<file path="src/rtl/kitchen_suppression_actuator_ctrl.sv">
// Kitchen suppression actuator controller.
// Sequences the sprinkler valve through an open-confirmation handshake with
// timeout, a minimum hold time after the request drops, and a latched fault.
// Separately keeps the exhaust fan running for a fixed run-on period after
// the last ventilation demand. Every output is registered.
module kitchen_suppression_actuator_ctrl #(
  parameter int HOLD_CYCLES = 4096,
  parameter int ACK_TIMEOUT = 256,
  parameter int VENT_HOLD   = 8192,
  parameter int CNT_W       = 16
) (
  input  logic       clk,
  input  logic       rst,
  input  logic       sprinkler_req,
  input  logic       vent_req,
  input  logic       valve_open_ack,
  input  logic       fault_clear,
  output logic       valve_cmd,
  output logic       fan_cmd,
  output logic       sprinkler_active,
  output logic       fault,
  output logic [2:0] sp_state
);

  typedef enum logic [2:0] {
    IDLE    = 3'd0,
    OPENING = 3'd1,
    OPEN    = 3'd2,
    HOLD    = 3'd3,
    FAULT   = 3'd4
  } state_t;

  localparam logic [CNT_W-1:0] ACK_LAST  = CNT_W'(ACK_TIMEOUT - 1);
  localparam logic [CNT_W-1:0] HOLD_LAST = CNT_W'(HOLD_CYCLES - 1);
  localparam logic [CNT_W-1:0] VENT_LOAD = CNT_W'(VENT_HOLD);
  localparam logic [CNT_W-1:0] CNT_MAX   = '1;

  state_t           state_q, state_d;
  logic [CNT_W-1:0] cnt_q, cnt_d;
  logic [CNT_W-1:0] cnt_inc;
  logic [CNT_W-1:0] vtmr_q;
  logic             demand;

  // Saturating increment shared by the OPENING timeout and the HOLD timer.
  assign cnt_inc = (cnt_q == CNT_MAX) ? cnt_q : cnt_q + CNT_W'(1);

  // Any pending or active sprinkler activity also keeps the fan running.
  assign demand = vent_req | sprinkler_req | (state_q != IDLE);

  assign sp_state = state_q;

  // Next-state and counter logic for the sprinkler valve sequence.
  always_comb begin
    // NOTE: every variable assigned here gets a default first, so no path
    // leaves it unassigned and no latch is inferred.
    state_d = state_q;
    cnt_d   = cnt_q;
    unique case (state_q)
      IDLE: begin
        if (sprinkler_req) begin
          state_d = OPENING;
          cnt_d   = '0;
        end
      end
      OPENING: begin
        // A dropped request is ignored: the valve must confirm first.
        if (valve_open_ack)          state_d = OPEN;
        else if (cnt_q == ACK_LAST)  state_d = FAULT;
        else                         cnt_d   = cnt_inc;
      end
      OPEN: begin
        if (!valve_open_ack) begin
          state_d = FAULT;
        end else if (!sprinkler_req) begin
          state_d = HOLD;
          cnt_d   = '0;
        end
      end
      HOLD: begin
        // Losing the limit switch outranks a renewed request.
        if (!valve_open_ack)          state_d = FAULT;
        else if (sprinkler_req)       state_d = OPEN;
        else if (cnt_q == HOLD_LAST)  state_d = IDLE;
        else                          cnt_d   = cnt_inc;
      end
      FAULT: begin
        if (fault_clear && !sprinkler_req) state_d = IDLE;
      end
      default: state_d = IDLE;
    endcase
  end

  // State, counters and registered outputs; reset overrides everything.
  always_ff @(posedge clk) begin
    // NOTE: sequential state uses non-blocking assignments so every register
    // samples the pre-edge values regardless of statement order.
    if (rst) begin
      state_q          <= IDLE;
      cnt_q            <= '0;
      vtmr_q           <= '0;
      valve_cmd        <= 1'b0;
      fan_cmd          <= 1'b0;
      sprinkler_active <= 1'b0;
      fault            <= 1'b0;
    end else begin
      state_q          <= state_d;
      cnt_q            <= cnt_d;
      // Fail-safe: the valve stays commanded open in every non-idle state.
      valve_cmd        <= (state_d != IDLE);
      sprinkler_active <= (state_d == OPEN) || (state_d == HOLD);
      fault            <= (state_d == FAULT);
      if (demand) begin
        vtmr_q  <= VENT_LOAD;
        fan_cmd <= 1'b1;
      end else if (vtmr_q != '0) begin
        vtmr_q  <= vtmr_q - CNT_W'(1);
        fan_cmd <= 1'b1;
      end else begin
        fan_cmd <= 1'b0;
      end
    end
  end

endmodule
</file>
<file path="config.mk">
export PLATFORM = sky130hd
export DESIGN_NAME = kitchen_suppression_actuator_ctrl
export DESIGN_NICKNAME = d
export VERILOG_FILES = /design/src/rtl/kitchen_suppression_actuator_ctrl.sv
export SDC_FILE = /design/constraint.sdc
export NUM_CORES = 1
export LEC_CHECK = 0
export ABC_AREA = 1
export BUFFER_PORTS_ARGS = -buffer_cell sky130_fd_sc_hd__buf_2
export CORE_ASPECT_RATIO = 0.9
export CORE_MARGIN = 2
export CORE_UTILIZATION = 53
export CTS_CLUSTER_SIZE = 25
export DETAILED_ROUTE_END_ITERATION = 16
export GPL_TIMING_DRIVEN = 1
export PLACE_DENSITY = 0.77
export REMOVE_ABC_BUFFERS = 1
export SLEW_MARGIN = 20
export SYNTH_ARGS = -nofsm -noshare
export SYNTH_HDL_FRONTEND = slang
export SYNTH_SLANG_ARGS = --single-unit
</file>
<file path="constraint.sdc">
create_clock -name clk -period 4.4 [get_ports clk]
set_input_delay 0.88 -clock clk [delete_from_list [all_inputs] [get_ports clk]]
set_output_delay 0.88 -clock clk [all_outputs]
set_load 0.005 [all_outputs]
</file>
==> flow_summary.json, run 1 <==
{
  "outcome": "finished, final reports clean",
  "drv_slew": 0,
  "final_cell_area_mm2": 0.00263,
  "area_growth_pct": 8.54,
  "core_mm2": 0.00443,
  "routed-via-count": 2242,
  "via_per_inst": 5.07,
  "antennaDiodeCount": 0,
  "tns_ps": 0,
  "port_buffers": 12,
  "crit_arrival_ps": 2160,
  "crit_buf_inv": 2,
  "critPathRequiredTime_ps": 4560,
  "drive_above_1_share_pct": 16.3,
  "final_nets": 387,
  "crit_chain": "buf_2, inv_1, o21ai_1, nand2_1, nor2_4, nand2_2, nor2_4, nand2_1, o21ai_0, nor2_1",
  "grt_overflow": 0,
  "cts-htree-levels": 2,
  "cpPeakStageDelay_ps": 420,
  "worst_slew_pin_slew_ps": 557,
  "synth-main-ff-cell": "dfxtp_1",
  "wl_per_cell_um": 11.3,
  "leakage_nw": 1.11,
  "netlist_instances": 368,
  "cts-resized-gates": 0,
  "hold_violations": 0,
  "ir_worst_vdd_mv": 0.199,
  "antenna_found_initial": 0,
  "cp-end-kind": "register",
  "die_h_um": 68.1,
  "start_util_pct": 54.6,
  "place_area_mm2": 0.00251,
  "slew_headroom_pct": 62.8,
  "hpwlAfterDp_um": 3630,
  "grt_pass1_wl_um": 8670,
  "die_area_mm2": 0.00512,
  "cts_buffers": 5,
  "seqPwrFrac_pct": 42.4,
  "avgSynthCellArea_um2": 6.57,
  "rows": 23,
  "io_pins": 13,
  "ctsLongestPathBuffers": 2,
  "yosysUniqueCellTypes": 34,
  "fin_crit_ps": 2000,
  "seq_area_um2": 781,
  "rsz0062_at_grt": "no",
  "yosysWarnings": 0,
  "p_int_mw": 0.624,
  "multi_input_area_mm2": 0.00145,
  "wirelength_um": 5020,
  "grt_max_degree": 18,
  "drt_pass1_iterations": 4,
  "die_w_um": 75.2,
  "path_max_fanout": 17,
  "p_comb_share_pct": 23.5,
  "swShare_pct": 31.2,
  "cts.sinks": 39,
  "cts_tree": "done",
  "power_switching_mw": 0.282,
  "critical_path_class": "in -> reg",
  "synth_edf_count": 0,
  "critical_path.top_delay_family": "simple AND/OR/NAND/NOR gates",
  "power_frac_clock_pct": 34.1,
  "clk_pin_slew_ps": 80,
  "clkLatencyLatePin_ps": 290,
  "skew_ps": 5.52,
  "max_freq_mhz": 501,
  "hold_class": "reg -> reg",
  "fillers": 431,
  "cp_slowest_cell": "nor2_4",
  "place_congestion": 0.869,
  "final-setup-viol-count": 0,
  "drt_iter0_markers": 138,
  "grt_util_all_layers_pct": 21.6,
  "ys_seq_area_share_pct": 32.3,
  "ant_nets": 0,
  "drv_cap": 0,
  "grt_pass1_vias": 2057,
  "period_share_pct": 45.4,
  "remaining_drc_errors": 0,
  "cp-start-kind": "input port",
  "r2r_slack_ps": 2500,
  "ys_ff_latch": 39,
  "post_cts_buffers": 0,
  "powerDensity_mw_per_mm2": 345,
  "synthArstFlopShare_pct": 0,
  "syn-cell-area_mm2": 0.00242,
  "ctsHoldBuffers": 0,
  "root_buffer": "clkbuf_8"
}
## cell usage in the layout (no fill, tap or decap), types with 3 or more instances in the layout
master      n
inv_2       5
a211oi_1    3
nand2_2    12
nor3_1      5
nand3_2     4
clkbuf_8    6
nand2_4     3
buf_2      12
nor2_1     65
a21oi_2    10
nand4_1     9
dfxtp_1    39
o21bai_1    4
o21ai_0     5
xor2_1      9
nor2_4      3
inv_1      33
a21oi_1    16
nand2_1   101
nand3_1    18
## power by group through the flow
stage / Clock [mW] / Sequential, mW / Combinational (mW)
2_1_floorplan: 0 / 0.389 / 0.164
3_3_place_gp: 0 / 0.392 / 0.206
3_5_place_dp: 0 / 0.392 / 0.210
4_1_cts: 0.315 / 0.384 / 0.213
5_1_grt: 0.325 / 0.386 / 0.243
6_report: 0.309 / 0.384 / 0.213
## routing by layer
metal	part of all wire [%]	track usage (%)
met1	51	29.8
met2	44	34.8
met3	3.7	3.68
met4	1.0	6.14
met5	0	0
## worst min-delay path: stages (launching register included)
cell and delay, ps:
dfxtp_1 330, nand2_1 70, a21oi_1 60
## final timing paths
check | start | to | depth (start not counted)
worst max-delay path | valve_open_ack | cnt_q[1]$_SDFFE_PP0P_ | 10
worst min-delay path | vtmr_q[3]$_SDFFE_PP0P_ | vtmr_q[3]$_SDFFE_PP0P_ | 2
worst min register to register | vtmr_q[3]$_SDFFE_PP0P_ | vtmr_q[3]$_SDFFE_PP0P_ | 2
worst max register to register | sp_state[2]$_SDFF_PP0_ | cnt_q[1]$_SDFFE_PP0P_ | 11
## registers in the layout, summed over array words and instances, names as in the netlist
signal / cells
fault: 1
sp_state: 3
vtmr_q: 16
sprinkler_active: 1
fan_cmd: 1
valve_cmd: 1
cnt_q: 16
## synthesized netlist by cell type (2+ instances only)
| cell type | instances | area share (%) |
|---|---|---|
| nand2_4 | 3 | 1.4 |
| buf_6 | 2 | 0.93 |
| nor2_1 | 65 | 10 |
| a21oi_1 | 16 | 3.3 |
| xnor2_1 | 2 | 0.72 |
| nand2_1 | 101 | 16 |
| nor3_1 | 5 | 1.0 |
| o21ai_0 | 5 | 1.0 |
| nand3_1 | 18 | 3.7 |
| inv_1 | 33 | 5.1 |
| dfxtp_1 | 39 | 32 |
| a211oi_1 | 3 | 0.93 |
| o21bai_1 | 4 | 1.2 |
| nand3b_1 | 2 | 0.62 |
| nor2_4 | 3 | 1.4 |
| xor2_1 | 9 | 3.3 |
| ha_1 | 2 | 1.0 |
| a21oi_2 | 10 | 3.6 |
| nand4_1 | 9 | 2.3 |
| nand3_2 | 4 | 1.7 |
| inv_2 | 5 | 0.78 |
| clkbuf_1 | 4 | 0.62 |
| nand2_2 | 12 | 3.1 |
| or2_2 | 2 | 0.52 |
## layout make-up
| class | count | share of cell area, % |
|---|---|---|
| timing repair buffer | 12 | 2.29 |
| sequential | 39 | 29.7 |
| multi-input combinational | 283 | 55.1 |
| tap | 62 | 2.96 |
| clock inverter | 2 | 1.33 |
| inverter | 38 | 5.43 |
| clock buffer | 6 | 3.15 |
## cells by family (layout without fill, tap and decap cells)
logic type	Yosys count	count (layout)	share of synthesized area, %
flops	39	39	32.3
simple gates	229	229	43.9
fa+ha+maj	2	2	1.03
compound gates	41	41	10.9
buf+inv	46	58	7.92
xor+xnor	11	11	3.98
## stage by stage
stage / hold WS [ps] / total power, mW / instances / setup WS, ps / util [%]
CTS: 499 / 0.912 / 442 / 2390 / 59.2
detailed placement: 483 / 0.602 / 434 / 2090 / 56.6
global placement: 469 / 0.598 / 434 / 2170 / 56.6
finish: 506 / 0.906 / 442 / 2400 / 59.2
floorplan: 458 / 0.553 / 360 / 2460 / -
global route: 519 / 0.954 / 442 / 2240 / 59.2
Note: power is estimated with default switching activity, not from simulation.
==> run 2, diff against run 1 <==
--- a/config.mk
+++ b/config.mk
@@ -13,7 +13,7 @@
 export CTS_CLUSTER_SIZE = 25
 export DETAILED_ROUTE_END_ITERATION = 16
 export GPL_TIMING_DRIVEN = 1
-export PLACE_DENSITY = 0.77
+export PLACE_DENSITY = 0.79
 export REMOVE_ABC_BUFFERS = 1
 export SLEW_MARGIN = 20
 export SYNTH_ARGS = -nofsm -noshare
==> constraint.sdc (replaced) <==
create_clock -name clk -period 1.7 [get_ports clk]
set_input_delay 0.34 -clock clk [delete_from_list [all_inputs] [get_ports clk]]
set_output_delay 0.34 -clock clk [all_outputs]
set_load 0.005 [all_outputs]
==> run 2 against run 1 <==
- cell area up 5.1%
- sequential power rose to 2.6 times the previous value
- total power is 150% higher
- global-route usage up 1.0 points
- sequential share of layout area is 1.3 points lower
- first-iteration DRC count down 5.8%
- clock power rose by 100%
- combinational power grew to 2.9 times the previous value
- clock-buffer cell count decreased by 1
- flip-flop and latch count is the same
- clock skew rose by 2.2 ps
- worst setup slack lost 2300 ps
- critical endpoint unchanged
- largest cell class unchanged
==> flow_summary.json, run 2 (synthesis gave the netlist of run 1 again) <==
{
  "slew_headroom_pct": 78.5,
  "grt_pass1_wl_um": 8900,
  "period_share_pct": 93.3,
  "ant_nets": 0,
  "wirelength_um": 5170,
  "place_congestion": 0.916,
  "critical_path.top_delay_family": "simple AND/OR/NAND/NOR gates",
  "skew_ps": 7.71,
  "root_buffer": "clkbuf_8",
  "cts_buffers": 5,
  "wl_met1_um": 2600,
  "total_power_mw": 2.24,
  "port_buffers": 12,
  "powerDensity_mw_per_mm2": 810,
  "drt_iter0_markers": 130,
  "remaining_drc_errors": 0,
  "final_common_cell": "nand2_1",
  "cp-end-kind": "register",
  "routed-via-count": 2312,
  "worst_slew_pin_slew_ps": 321,
  "leakage_nw": 1.17,
  "post_cts_buffers": 0,
  "highest_layer": "met4",
  "cpPeakStageDelay_ps": 370,
  "grt_overflow": 0,
  "wl_per_cell_um": 11.3,
  "io_pins": 13,
  "final_cell_area_mm2": 0.00276,
  "start_util_pct": 54.6,
  "power_switching_mw": 0.765,
  "antenna_found_initial": 0,
  "outcome": "finished, final reports clean",
  "swShare_pct": 34.2,
  "fillers": 396,
  "hpwlAfterDp_um": 3770,
  "cp_slowest_cell": "dfxtp_1",
  "cts.sinks": 39,
  "die_w_um": 75.2,
  "die_area_mm2": 0.00512,
  "grt_max_degree": 18,
  "p_int_mw": 1.47,
  "holdWs_ps": 333,
  "rows": 23,
  "grt_util_all_layers_pct": 22.6,
  "fin_crit_ps": 1590,
  "critPathRequiredTime_ps": 1890,
  "power_frac_clock_pct": 27.8,
  "antennaDiodeCount": 0,
  "drv_cap": 0,
  "cts-htree-levels": 2,
  "hold_class": "in -> reg",
  "final_cell_mix": "nand2_1 (101), nor2_1 (61), dfxtp_1 (35)",
  "die_h_um": 68.1,
  "ir_worst_vdd_mv": 0.475,
  "clkLatencyLatePin_ps": 300,
  "max_freq_mhz": 630,
  "hold_violations": 0,
  "fin_util_pct": 62.3,
  "place_area_mm2": 0.00264,
  "p_comb_share_pct": 27.8,
  "cts_tree": "done",
  "via_per_inst": 5.07,
  "dr_wl_met3_um": 254,
  "core_mm2": 0.00443,
  "seqPwrFrac_pct": 44.3,
  "drt_pass1_iterations": 4,
  "critical_path_class": "reg -> reg",
  "cp-start-kind": "register",
  "wl_met2_um": 2230,
  "crit_buf_inv": 1,
  "drive_above_1_share_pct": 22.3,
  "area_growth_pct": 14.1,
  "final_nets": 401,
  "drv_slew": 0,
  "crit_arrival_ps": 1780,
  "ctsLongestPathBuffers": 2,
  "path_max_fanout": 17,
  "grt_pass1_vias": 1979,
  "crit_chain": "ha_2, nand3_2, nor2_8, nand3_4, nand2_4, nor2_4, buf_12, o21ai_0, nor2_1",
  "ctsHoldBuffers": 0,
  "clk_pin_slew_ps": 80,
  "final-setup-viol-count": 0
}
==> run 2: changes by cell type in the layout (fill, tap and decap cells not counted), moves of 2 or more <==
cell      before  now
nor2_1        65   61
buf_4          0   12
nor2_2         1    5
dfxtp_1       39   35
buf_12         0    2
clkinv_2       1    3
dfxtp_2        0    4
==> run 2: path summary, 6_finish.rpt <==
kind | from | endpoint | slack (ps) | cells after the start
worst max-delay path | cnt_q[0]$_SDFFE_PP0P_ | cnt_q[1]$_SDFFE_PP0P_ | 110 | 9
worst min-delay path | vent_req | vtmr_q[13]$_SDFFE_PP0P_ | 330 | 3
worst max register to register | cnt_q[0]$_SDFFE_PP0P_ | cnt_q[1]$_SDFFE_PP0P_ | 110 | 9
worst min register to register | vtmr_q[3]$_SDFFE_PP0P_ | vtmr_q[3]$_SDFFE_PP0P_ | 490 | 2
==> run 2: layer usage <==
metal,track usage [%],up-vias
met2,33.6,51
li1,-,1211
met5,0,-
met4,7.24,0
met1,31.6,1041
met3,6.33,9
==> run 2: layout make-up <==
type	count	area [um2]	area share [%]
multi-input cells	283	1480	53.6
flip-flops and latches	39	786	28.5
repair buffers	26	190	6.89
inverters	38	143	5.17
well taps	62	77.6	2.81
clock buffers	5	68.8	2.49
clock inverters	3	15.0	0.544
==> run 2: power by group through the flow <==
stage | logic (mW) | registers [mW] | clock network, mW
floorplan | 0.425 | 1.01 | 0
CTS | 0.598 | 0.990 | 0.635
finish | 0.623 | 0.991 | 0.622
detailed placement | 0.593 | 1.01 | 0
global route | 0.704 | 0.997 | 0.683
global placement | 0.587 | 1.01 | 0
==> run 2: worst min-delay path, delay by kind of cell <==
| kind | cells | cell delay, ps |
|---|---|---|
| AOI/OAI and AO/OA | 1 | 130 |
| buffers and inverters | 1 | 80 |
| and+or+nand+nor | 1 | 50 |
==> run 2: repair_timing <==
item / CTS / global route
endpoints found under the hold margin: 0 / 0
gates resized for setup: 0 / 14
setup endpoints to repair: 0 / 25
==> run 2: stage by stage <==
step	setup WS, ps	TNS [ps]	std cells
after floorplan	105	0	360
after global placement	143	0	448
after detailed placement	96.4	0	448
after CTS	81.7	0	456
after global routing	-3.02	-3.02	456
final	113	0	456
